--- config.mk ---
export PLATFORM = sky130hd
export DESIGN_NAME = exe_muldiv
export DESIGN_NICKNAME = d
export VERILOG_FILES = /design/src/rtl/exe_muldiv.sv
export SDC_FILE = /design/constraint.sdc
export NUM_CORES = 2
export LEC_CHECK = 0
export CORE_ASPECT_RATIO = 2
export CORE_UTILIZATION = 59
export DETAILED_ROUTE_END_ITERATION = 8
export PLACE_DENSITY = 0.81
export SYNTH_ARGS = -nofsm -noshare
export SYNTH_HDL_FRONTEND = slang
export SYNTH_SLANG_ARGS = --single-unit
--- constraint.sdc ---
create_clock -name clk_i -period 9.1 [get_ports clk_i]
set_input_delay 2.275 -clock clk_i [delete_from_list [all_inputs] [get_ports clk_i]]
set_output_delay 2.275 -clock clk_i [all_outputs]
set_load 0.02 [all_outputs]
--- src/rtl/exe_muldiv.sv ---
`default_nettype none
// ============================================================================
// Module   : exe_muldiv
// Purpose  : Execute stage for the five-stage RISC-V pipeline. Single-cycle
//            RV32I/RV64I ALU, branch, jump, LUI/AUIPC and store-data path.
//            Fixed-latency M-extension multiplier and radix-2 restoring
//            divider under a small FSM that stalls the upstream pipeline.
// Ports    : clk_i/rst_i      clock, synchronous active-high reset
//            pc_i..rs2_i      decoded/forwarded instruction fields
//            flush_i          kills the current instruction (incl. M ops)
//            rd_*_o, mem_*_o  registered results towards memory stage
//            jump_addr_o/je_o registered branch/jump redirect
//            stall_o          combinational hold request to pipectrl
// Revision : 1.0 - initial release
// ============================================================================
module exe_muldiv #(
    parameter int              XLEN       = 32,
    parameter int              MUL_LAT    = 2,
    parameter logic [XLEN-1:0] RST_PC_VAL = '0
) (
    input  logic            clk_i,
    input  logic            rst_i,
    input  logic [XLEN-1:0] pc_i,
    input  logic [XLEN-1:0] imm_i,
    input  logic [4:0]      rd_addr_i,
    input  logic            rd_we_i,
    input  logic [2:0]      opfunc3_i,
    input  logic [2:0]      optype_i,
    input  logic            shiftsel_i,
    input  logic            addsubsel_i,
    input  logic            jtypesel_i,
    input  logic            mem_re_i,
    input  logic            mem_we_i,
    input  logic            mdsel_i,
    input  logic            flush_i,
    input  logic [XLEN-1:0] rs1_i,
    input  logic [XLEN-1:0] rs2_i,
    output logic [4:0]      rd_addr_o,
    output logic [XLEN-1:0] rd_data_o,
    output logic            rd_we_o,
    output logic [XLEN-1:0] mem_addr_o,
    output logic            mem_re_o,
    output logic            mem_we_o,
    output logic [2:0]      opfunc3_o,
    output logic [XLEN-1:0] jump_addr_o,
    output logic            je_o,
    output logic            stall_o
);

    localparam int c_SHW  = $clog2(XLEN);
    localparam int c_CNTW = $clog2(XLEN);

    localparam logic [2:0] c_OT_R     = 3'd0;
    localparam logic [2:0] c_OT_I     = 3'd1;
    localparam logic [2:0] c_OT_B     = 3'd2;
    localparam logic [2:0] c_OT_S     = 3'd3;
    localparam logic [2:0] c_OT_LUI   = 3'd4;
    localparam logic [2:0] c_OT_AUIPC = 3'd5;
    localparam logic [2:0] c_OT_J     = 3'd6;

    localparam logic [1:0] c_IDLE = 2'd0;
    localparam logic [1:0] c_MUL  = 2'd1;
    localparam logic [1:0] c_DIV  = 2'd2;
    localparam logic [1:0] c_DONE = 2'd3;

    // ------------------------------------------------------------------
    // Single-cycle datapath
    // ------------------------------------------------------------------
    logic [XLEN-1:0]  w_op1, w_op2, w_sum, w_diff, w_alu, w_res, w_tgt;
    logic [XLEN-1:0]  w_pc_imm, w_mem_addr, w_jalr, w_link;
    logic [c_SHW-1:0] w_shamt;
    logic             w_lt, w_ltu, w_eq, w_br, w_taken, w_is_m;

    assign w_op1      = (optype_i == c_OT_LUI) ? '0 : rs1_i;
    assign w_op2      = (optype_i == c_OT_I || optype_i == c_OT_LUI) ? imm_i : rs2_i;
    assign w_shamt    = w_op2[c_SHW-1:0];
    assign w_sum      = w_op1 + w_op2;
    assign w_diff     = w_op1 - w_op2;
    assign w_lt       = $signed(w_op1) < $signed(w_op2);
    assign w_ltu      = w_op1 < w_op2;
    assign w_eq       = (w_op1 == w_op2);
    assign w_pc_imm   = pc_i + imm_i;
    assign w_mem_addr = rs1_i + imm_i;
    assign w_jalr     = {w_mem_addr[XLEN-1:1], 1'b0};
    assign w_link     = pc_i + XLEN'(4);
    assign w_is_m     = (optype_i == c_OT_R) && mdsel_i;

    always_comb begin
        w_alu = '0;
        case (opfunc3_i)
            // funct7 SUB bit is only meaningful for register-register ops
            3'b000:  w_alu = (optype_i == c_OT_R && addsubsel_i) ? w_diff : w_sum;
            3'b001:  w_alu = w_op1 << w_shamt;
            3'b010:  w_alu = {{(XLEN-1){1'b0}}, w_lt};
            3'b011:  w_alu = {{(XLEN-1){1'b0}}, w_ltu};
            3'b100:  w_alu = w_op1 ^ w_op2;
            3'b101:  w_alu = shiftsel_i ? $unsigned($signed(w_op1) >>> w_shamt)
                                        : (w_op1 >> w_shamt);
            3'b110:  w_alu = w_op1 | w_op2;
            default: w_alu = w_op1 & w_op2;
        endcase
    end

    always_comb begin
        w_br = 1'b0;
        case (opfunc3_i)
            3'b000:  w_br = w_eq;
            3'b001:  w_br = !w_eq;
            3'b100:  w_br = w_lt;
            3'b101:  w_br = !w_lt;
            3'b110:  w_br = w_ltu;
            3'b111:  w_br = !w_ltu;
            default: w_br = 1'b0;
        endcase
    end

    always_comb begin
        w_res   = w_alu;
        w_tgt   = w_pc_imm;
        w_taken = 1'b0;
        case (optype_i)
            c_OT_B:     w_taken = w_br;
            c_OT_S:     w_res   = rs2_i;
            c_OT_LUI:   w_res   = w_sum;
            c_OT_AUIPC: w_res   = w_pc_imm;
            c_OT_J: begin
                w_res   = w_link;
                w_taken = 1'b1;
                if (!jtypesel_i) w_tgt = w_jalr;
            end
            default: ;
        endcase
    end

    // ------------------------------------------------------------------
    // M-extension datapath
    // ------------------------------------------------------------------
    logic [1:0]        r_state;
    logic [c_CNTW-1:0] r_cnt;
    logic [2:0]        r_f3;
    logic [XLEN-1:0]   r_a, r_b, r_quo, r_rem, r_dvs;
    logic              r_qneg, r_rneg, r_div0;

    // Divide operands are captured as magnitudes; signs are re-applied at the end
    logic w_dsigned, w_na, w_nb;
    assign w_dsigned = !opfunc3_i[0];
    assign w_na      = w_dsigned & rs1_i[XLEN-1];
    assign w_nb      = w_dsigned & rs2_i[XLEN-1];

    // One restoring step: shift remainder:quotient left, trial-subtract divisor
    logic [XLEN:0]   w_rem_sh, w_trial;
    logic            w_ge;
    logic [XLEN-1:0] w_rem_nx, w_quo_nx, w_quo_fin, w_rem_fin;
    assign w_rem_sh = {r_rem, r_quo[XLEN-1]};
    assign w_trial  = w_rem_sh - {1'b0, r_dvs};
    assign w_ge     = !w_trial[XLEN];
    assign w_rem_nx = w_ge ? w_trial[XLEN-1:0] : w_rem_sh[XLEN-1:0];
    assign w_quo_nx = {r_quo[XLEN-2:0], w_ge};

    // The DIV state runs XLEN-1 steps; the final step is taken in DONE.
    // Signed overflow needs no special case: |MIN|/1 = MIN with equal signs
    // and a zero remainder, which is exactly the required result.
    assign w_quo_fin = r_div0 ? '1  : (r_qneg ? -w_quo_nx : w_quo_nx);
    assign w_rem_fin = r_div0 ? r_a : (r_rneg ? -w_rem_nx : w_rem_nx);

    // Multiply: operands extended to 2*XLEN so one unsigned product covers all
    logic              w_sgn_a, w_sgn_b;
    logic [2*XLEN-1:0] w_ma, w_mb, w_prod;
    logic [XLEN-1:0]   w_md_res;
    assign w_sgn_a = (r_f3 == 3'b001) || (r_f3 == 3'b010);
    assign w_sgn_b = (r_f3 == 3'b001);
    assign w_ma    = {{XLEN{w_sgn_a & r_a[XLEN-1]}}, r_a};
    assign w_mb    = {{XLEN{w_sgn_b & r_b[XLEN-1]}}, r_b};
    assign w_prod  = w_ma * w_mb;

    always_comb begin
        w_md_res = '0;
        case (r_f3)
            3'b000:         w_md_res = w_prod[XLEN-1:0];
            3'b100, 3'b101: w_md_res = w_quo_fin;
            3'b110, 3'b111: w_md_res = w_rem_fin;
            default:        w_md_res = w_prod[2*XLEN-1:XLEN];
        endcase
    end

    assign stall_o = !rst_i && !flush_i &&
                     ((r_state == c_IDLE && w_is_m) || r_state == c_MUL || r_state == c_DIV);

    // ------------------------------------------------------------------
    // FSM and output registers; every cycle defaults to a bubble
    // ------------------------------------------------------------------
    always_ff @(posedge clk_i) begin
        if (rst_i) begin
            r_state     <= c_IDLE;
            r_cnt       <= '0;
            r_f3        <= '0;
            r_a         <= '0;
            r_b         <= '0;
            r_quo       <= '0;
            r_rem       <= '0;
            r_dvs       <= '0;
            r_qneg      <= 1'b0;
            r_rneg      <= 1'b0;
            r_div0      <= 1'b0;
            rd_addr_o   <= '0;
            rd_data_o   <= '0;
            rd_we_o     <= 1'b0;
            mem_addr_o  <= '0;
            mem_re_o    <= 1'b0;
            mem_we_o    <= 1'b0;
            opfunc3_o   <= '0;
            jump_addr_o <= RST_PC_VAL;
            je_o        <= 1'b0;
        end else begin
            rd_addr_o  <= '0;
            rd_we_o    <= 1'b0;
            mem_re_o   <= 1'b0;
            mem_we_o   <= 1'b0;
            je_o       <= 1'b0;
            mem_addr_o <= w_mem_addr;
            opfunc3_o  <= opfunc3_i;
            if (flush_i) begin
                r_state <= c_IDLE;
            end else begin
                case (r_state)
                    c_IDLE: begin
                        if (w_is_m) begin
                            r_f3   <= opfunc3_i;
                            r_a    <= rs1_i;
                            r_b    <= rs2_i;
                            r_quo  <= w_na ? -rs1_i : rs1_i;
                            r_dvs  <= w_nb ? -rs2_i : rs2_i;
                            r_rem  <= '0;
                            r_qneg <= w_na ^ w_nb;
                            r_rneg <= w_na;
                            r_div0 <= (rs2_i == '0);
                            if (opfunc3_i[2]) begin
                                r_cnt   <= c_CNTW'(XLEN-1);
                                r_state <= c_DIV;
                            end else begin
                                r_cnt   <= c_CNTW'(MUL_LAT-1);
                                // The capture cycle itself is the only busy cycle
                                r_state <= (MUL_LAT == 1) ? c_DONE : c_MUL;
                            end
                        end else begin
                            rd_addr_o   <= rd_addr_i;
                            rd_data_o   <= w_res;
                            rd_we_o     <= rd_we_i;
                            mem_re_o    <= mem_re_i;
                            mem_we_o    <= mem_we_i;
                            jump_addr_o <= w_tgt;
                            je_o        <= w_taken;
                        end
                    end
                    c_MUL, c_DIV: begin
                        if (r_state == c_DIV) begin
                            r_rem <= w_rem_nx;
                            r_quo <= w_quo_nx;
                        end
                        r_cnt <= r_cnt - 1'b1;
                        if (r_cnt == c_CNTW'(1)) r_state <= c_DONE;
                    end
                    default: begin
                        rd_addr_o <= rd_addr_i;
                        rd_data_o <= w_md_res;
                        rd_we_o   <= rd_we_i;
                        r_state   <= c_IDLE;
                    end
                endcase
            end
        end
    end

endmodule
`default_nettype wire

==> impl_results.md, run 1 <==
- Outcome: did not finish
- Fail Step: global routing
- Err: [ERROR GRT-0116] Global routing finished with congestion. Check the congestion regions in the DRC Viewer.
- Register area share after synthesis: 8.10%
- Post-Syn Nets: 10500
- Row Count: 177
- Area share of the largest cell type after synthesis: 32.7%
- Vias in the first global route: 87000
- Unique masters post-synth: 99
- I/O pin count: approximately 260
- Die W: around 240 microns
- Post-synth EDFFs: 0
- Total GRT Usage: about three quarters
- Starting Density: 59.5%
- Top_reg_cell synth: dfxtp_1
- Root Driver: clkbuf_16
- Final HPWL DP: 284000 microns
- Placer Congestion: 1.22
- CTS sink count: 280
- Post-Synthesis Cells: 8836
- Die H: 486 microns
- Avg Cell Area, Syn: 7.83 sq um
- Total CTS buffers: 34
- Grt ovf: 698
- Top cells by area, synth: fa_1, dfxtp_1, nand2_1
- Total of warnings raised by yosys: 0
- Yosys reg bits: 280
- Largest net degree at the start of global routing: 78
- H-tree depth: 2
- Cell accounting for the most synthesized area: fa_1
- Placement Cell Area: 75200 sq um
- CTS max path bufs: 3
- Input/output buffers: roughly 260
- Syn Std Cell Area: 69200 sq um
- Async set or reset register ratio after synthesis: 0%
- First-pass GRT wire length: 658000 microns
- Setup slack at placement: -252 ps
per-stage QoR:
step | cells | util (%) | setup TNS (ps)
floorplan | 8836 | - | 0
global placement | 10500 | 64.7 | -267
detailed placement | 10500 | 64.7 | -1170
CTS | 10500 | 65.7 | 0
routing by layer:
metal,global-route usage [%],GRT overflow
met1,70.5,4
met2,96.3,407
met3,55.7,12
met4,82.5,274
met5,16.8,1
cells in the mapped netlist, types with 64 or more instances:
cell and instances:
a211oi_1 115, a21o_1 95, a21oi_1 501, a221oi_1 72
and2_1 348, clkbuf_1 567, dfxtp_1 280, fa_1 1130
ha_1 414, inv_1 1354, mux2i_1 72, nand2_1 1398
nand2b_1 64, nand3_1 106, nor2_1 509, nor3_1 116
o21ai_0 379, xnor2_1 204, xor2_1 117
what timing repair did:
item                       4_1_cts
resized for setup                9
setup buffers                    0
cloned                           0
setup endpoints to repair       14
hold buffers                     0
logic make-up after synthesis:
logic type      Yosys count  share of synthesized area (%)
flops                   280                           8.10
fa+ha+maj              1544                           40.2
mux                     121                           1.84
buf+inv                1980                           10.8
compound gates         1739                           16.3
simple gates           2850                           18.7
xor+xnor                322                           4.09
==> run 2: changes to the inputs <==
==> config.mk (replaced) <==
export PLATFORM = sky130hd
export DESIGN_NAME = exe_muldiv
export DESIGN_NICKNAME = d
export VERILOG_FILES = /design/src/rtl/exe_muldiv.sv
export SDC_FILE = /design/constraint.sdc
export NUM_CORES = 2
export LEC_CHECK = 0
export CORE_UTILIZATION = 40
export DETAILED_ROUTE_END_ITERATION = 8
export PLACE_DENSITY_LB_ADDON = 0.15
export SYNTH_ARGS = -nofsm -noshare
export SYNTH_HDL_FRONTEND = slang
export SYNTH_SLANG_ARGS = --single-unit
==> constraint.sdc (replaced) <==
create_clock -name clk_i -period 11.85 [get_ports clk_i]
set_input_delay 2.9625 -clock clk_i [delete_from_list [all_inputs] [get_ports clk_i]]
set_output_delay 2.9625 -clock clk_i [all_outputs]
set_load 0.02 [all_outputs]
==> run 2 against run 1 <==
The run now ends clean. Synthesized cell count stayed put. Synthesized area did not move.
==> impl_results.md, run 2 <==
- Minimum clock period: 9930 ps
- CP Buf/Inv Count: 8
- Core Region: approximately 170000 sq um
- Worst-margin pin slew: roughly 1500 ps
- Reg-to-reg critical path startpoint: r_f3[1]
- Worst-skew pair later-pin latency: 630 ps
- Met3 usage: 5.44%
- Die area: 175000 sq um
- GR Layer Usage met1: 41.4%
- Outcome: finished, final reports clean (was did not finish)
- CTS Hold Bufs: 0 (unchanged)
- Initial antenna violation count: 30
- Die W: 418 microns (was 244 microns)
- Clock-pin transition on the worst setup and hold timing paths: 60 ps
- Worst Skew: slightly above 20 ps
- Post-synth EDFFs: 0 (unchanged)
- Input/output buffers: 257 (unchanged)
- Final Hold Fails: 0
- Setup CP Type: flip-flop to flip-flop
- Nets: 10400
- Post-Syn Nets: 10500 (unchanged)
- Critical Path End: rd_data_o[27]
- RSZ-0062 raised after global routing: no
- Post-Synthesis Cells: 8836 (unchanged)
- FF-to-FF End: rd_data_o[27]
- CP max FO: 31
- Top-count cell post-synth: nand2_1 (unchanged)
- Share of post-route cells with drive strength above 1: under 10%
- Drt total wl: 305000 microns
- Register area share after synthesis: 8.10% (unchanged)
- Synth-to-layout area growth: 8.91%
- Grt ovf: 0
- Final Util: between 40% and 50%
- CP startpoint: r_f3[1]
- Placed Cells: 11000 (was 10500)
- Total GRT Usage: 34.9%
- Total of warnings raised by yosys: 0 (unchanged)
- Tcrit/Tclk final: 83.8%
- I/O pin count: 258 (unchanged)
- CTS resizes: 0 (was 9)
- Cell mode on critical path: fa_1
- Critical path data required time: 12330 ps
- CP Capture Type: flip-flop
- Most common cell after layout, fill and taps aside: nand2_1
- CP delay by family, top: adder cells
- Setup slack at placement: 1950 ps (was -252 ps)
- Root Driver: clkbuf_16 (unchanged)
- First drt pass iteration count: 8
- Starting Density: 40.3% (was 59.5%)
- Most frequent cells after synthesis: nand2_1, inv_1, fa_1, clkbuf_1, nor2_1 (unchanged)
- CTS max path bufs: 3 (unchanged)
- Final HPWL DP: 241000 microns (was 284000 microns)
- DRC: 0
- CP max stage delay: just under 800 ps
- Initial DRC Count: 6376
- Row Count: 152 (was 177)
- WP data arrival: 10410 ps
- Setup violators final: 0
- Top_reg_cell synth: dfxtp_1 (unchanged)
- Die H: 418 microns (was 486 microns)
- M2 GR Usage: 57.9%
- Placer Congestion: 1.02 (was 1.22)
- Fin Setup TNS: 0 ps
- Avg Cell Area, Syn: 7.83 sq um (unchanged)
- Syn Std Cell Area: 69200 sq um (unchanged)
- H-tree depth: 2 (unchanged)
- Routed len/inst: ~28 microns
- TritonCTS clock tree: yes
- Unique masters post-synth: 99 (unchanged)
- Max-cap viol count: 0
- Largest net degree at the start of global routing: 83
- Power density over the cells: 57.9 nW/um^2
- Async set or reset register ratio after synthesis: 0% (unchanged)
- Worst reg-to-reg path cell count: 28
- Worst rel slew slack: 1.87%
- Fin Hold WS: 453 ps
- Final WS setup: ~1900 ps
- GR peak layer: met2
- Cell accounting for the most synthesized area: fa_1 (unchanged)
- Crit path launch type: flip-flop
- Non-Filler Instances: 11100
- Yosys reg bits: 280 (unchanged)
- Via count: ~64000
- First-pass GRT wire length: 446000 microns
- Area share of the largest cell type after synthesis: 32.7% (unchanged)
- Commonest cells after routing, fill and taps aside: nand2_1, inv_1, fa_1
- Cell leakage power: 32.9 nW
- Final max-slew violation count: 0
- Peak supply drop: 0.108 mV
- Slowest-stage cell, CP: fa_1
- Fmax: ~100 MHz
- Crit path depth: 28
- CTS sink count: 280 (unchanged)
- Top cells by area, synth: fa_1, dfxtp_1, nand2_1 (unchanged)
- Vias in the first global route: 65200
- Antenna-violating nets left: 0
- Total CTS buffers: 38 (was 34)
- Vias per std cell: 5.81
- Hold Crit Class: flip-flop to flip-flop
- R2r setup slk: 1920 ps
- Post-CTS Setup Bufs: 0 (unchanged)
run 2: area by class of cell:
type / count / area [sq um]
clock buffers: 48 / 1070
multi-input cells: 6576 / 56200
flip-flops and latches: 280 / 5610
fillers: 17600 / 96400
inverters: 1361 / 5110
diodes: 11 / 27.5
well taps: 2310 / 2890
repair buffers: 467 / 4140
clock inverters: 19 / 303
run 2: cell families (layout without fill, tap and decap cells):
logic type | count (synthesis) | count (layout) | share of synthesized area (%)
simple gates | 2850 | 2850 | 18.7
other cells | 0 | 11 | 0
buf+inv | 1980 | 1895 | 10.8
mux | 121 | 121 | 1.84
xor+xnor | 322 | 322 | 4.09
compound gates | 1739 | 1739 | 16.3
fa+ha+maj | 1544 | 1544 | 40.2
flops | 280 | 280 | 8.10
run 2: power breakdown:
part | internal (W) | switching, W
clock | 0.000776 | 0.000552
combinational | 0.000641 | 0.00135
sequential | 0.000989 | 0.0000578
run 2: routing by layer:
| layer | vias up | wire length, microns |
|---|---|---|
| li1 | 28300 | - |
| met1 | 32400 | 115000 |
| met2 | 2863 | 143000 |
| met3 | 818 | 21400 |
| met4 | 16 | 25800 |
| met5 | - | 114 |
run 2: per-stage QoR:
stage          area (sq um)  total power, W
2_1_floorplan         69200         0.00215
3_3_place_gp          74000         0.00299
3_5_place_dp          74000         0.00298
4_1_cts               75300         0.00431
5_1_grt               75400         0.00449
6_report              75400         0.00436
run 2: worst min-delay path by stage:
stage,from,end,slack [ps],cells after the start
2_1_floorplan,r_dvs[3],r_dvs[3],440,2
3_3_place_gp,r_b[14],r_b[14],440,2
3_5_place_dp,r_a[13],r_a[13],450,2
4_1_cts,r_a[13],r_a[13],460,2
5_1_grt,r_b[14],r_b[14],480,2
6_report,jump_addr_o[16],jump_addr_o[16],450,2
run 2: worst min-delay path: cells and delay by family (launching register included):
kind / cells / cell delay, ps
compound gates: 1 / 50
simple gates: 1 / 50
flops: 1 / 310
(Power assumes the default switching activity.)
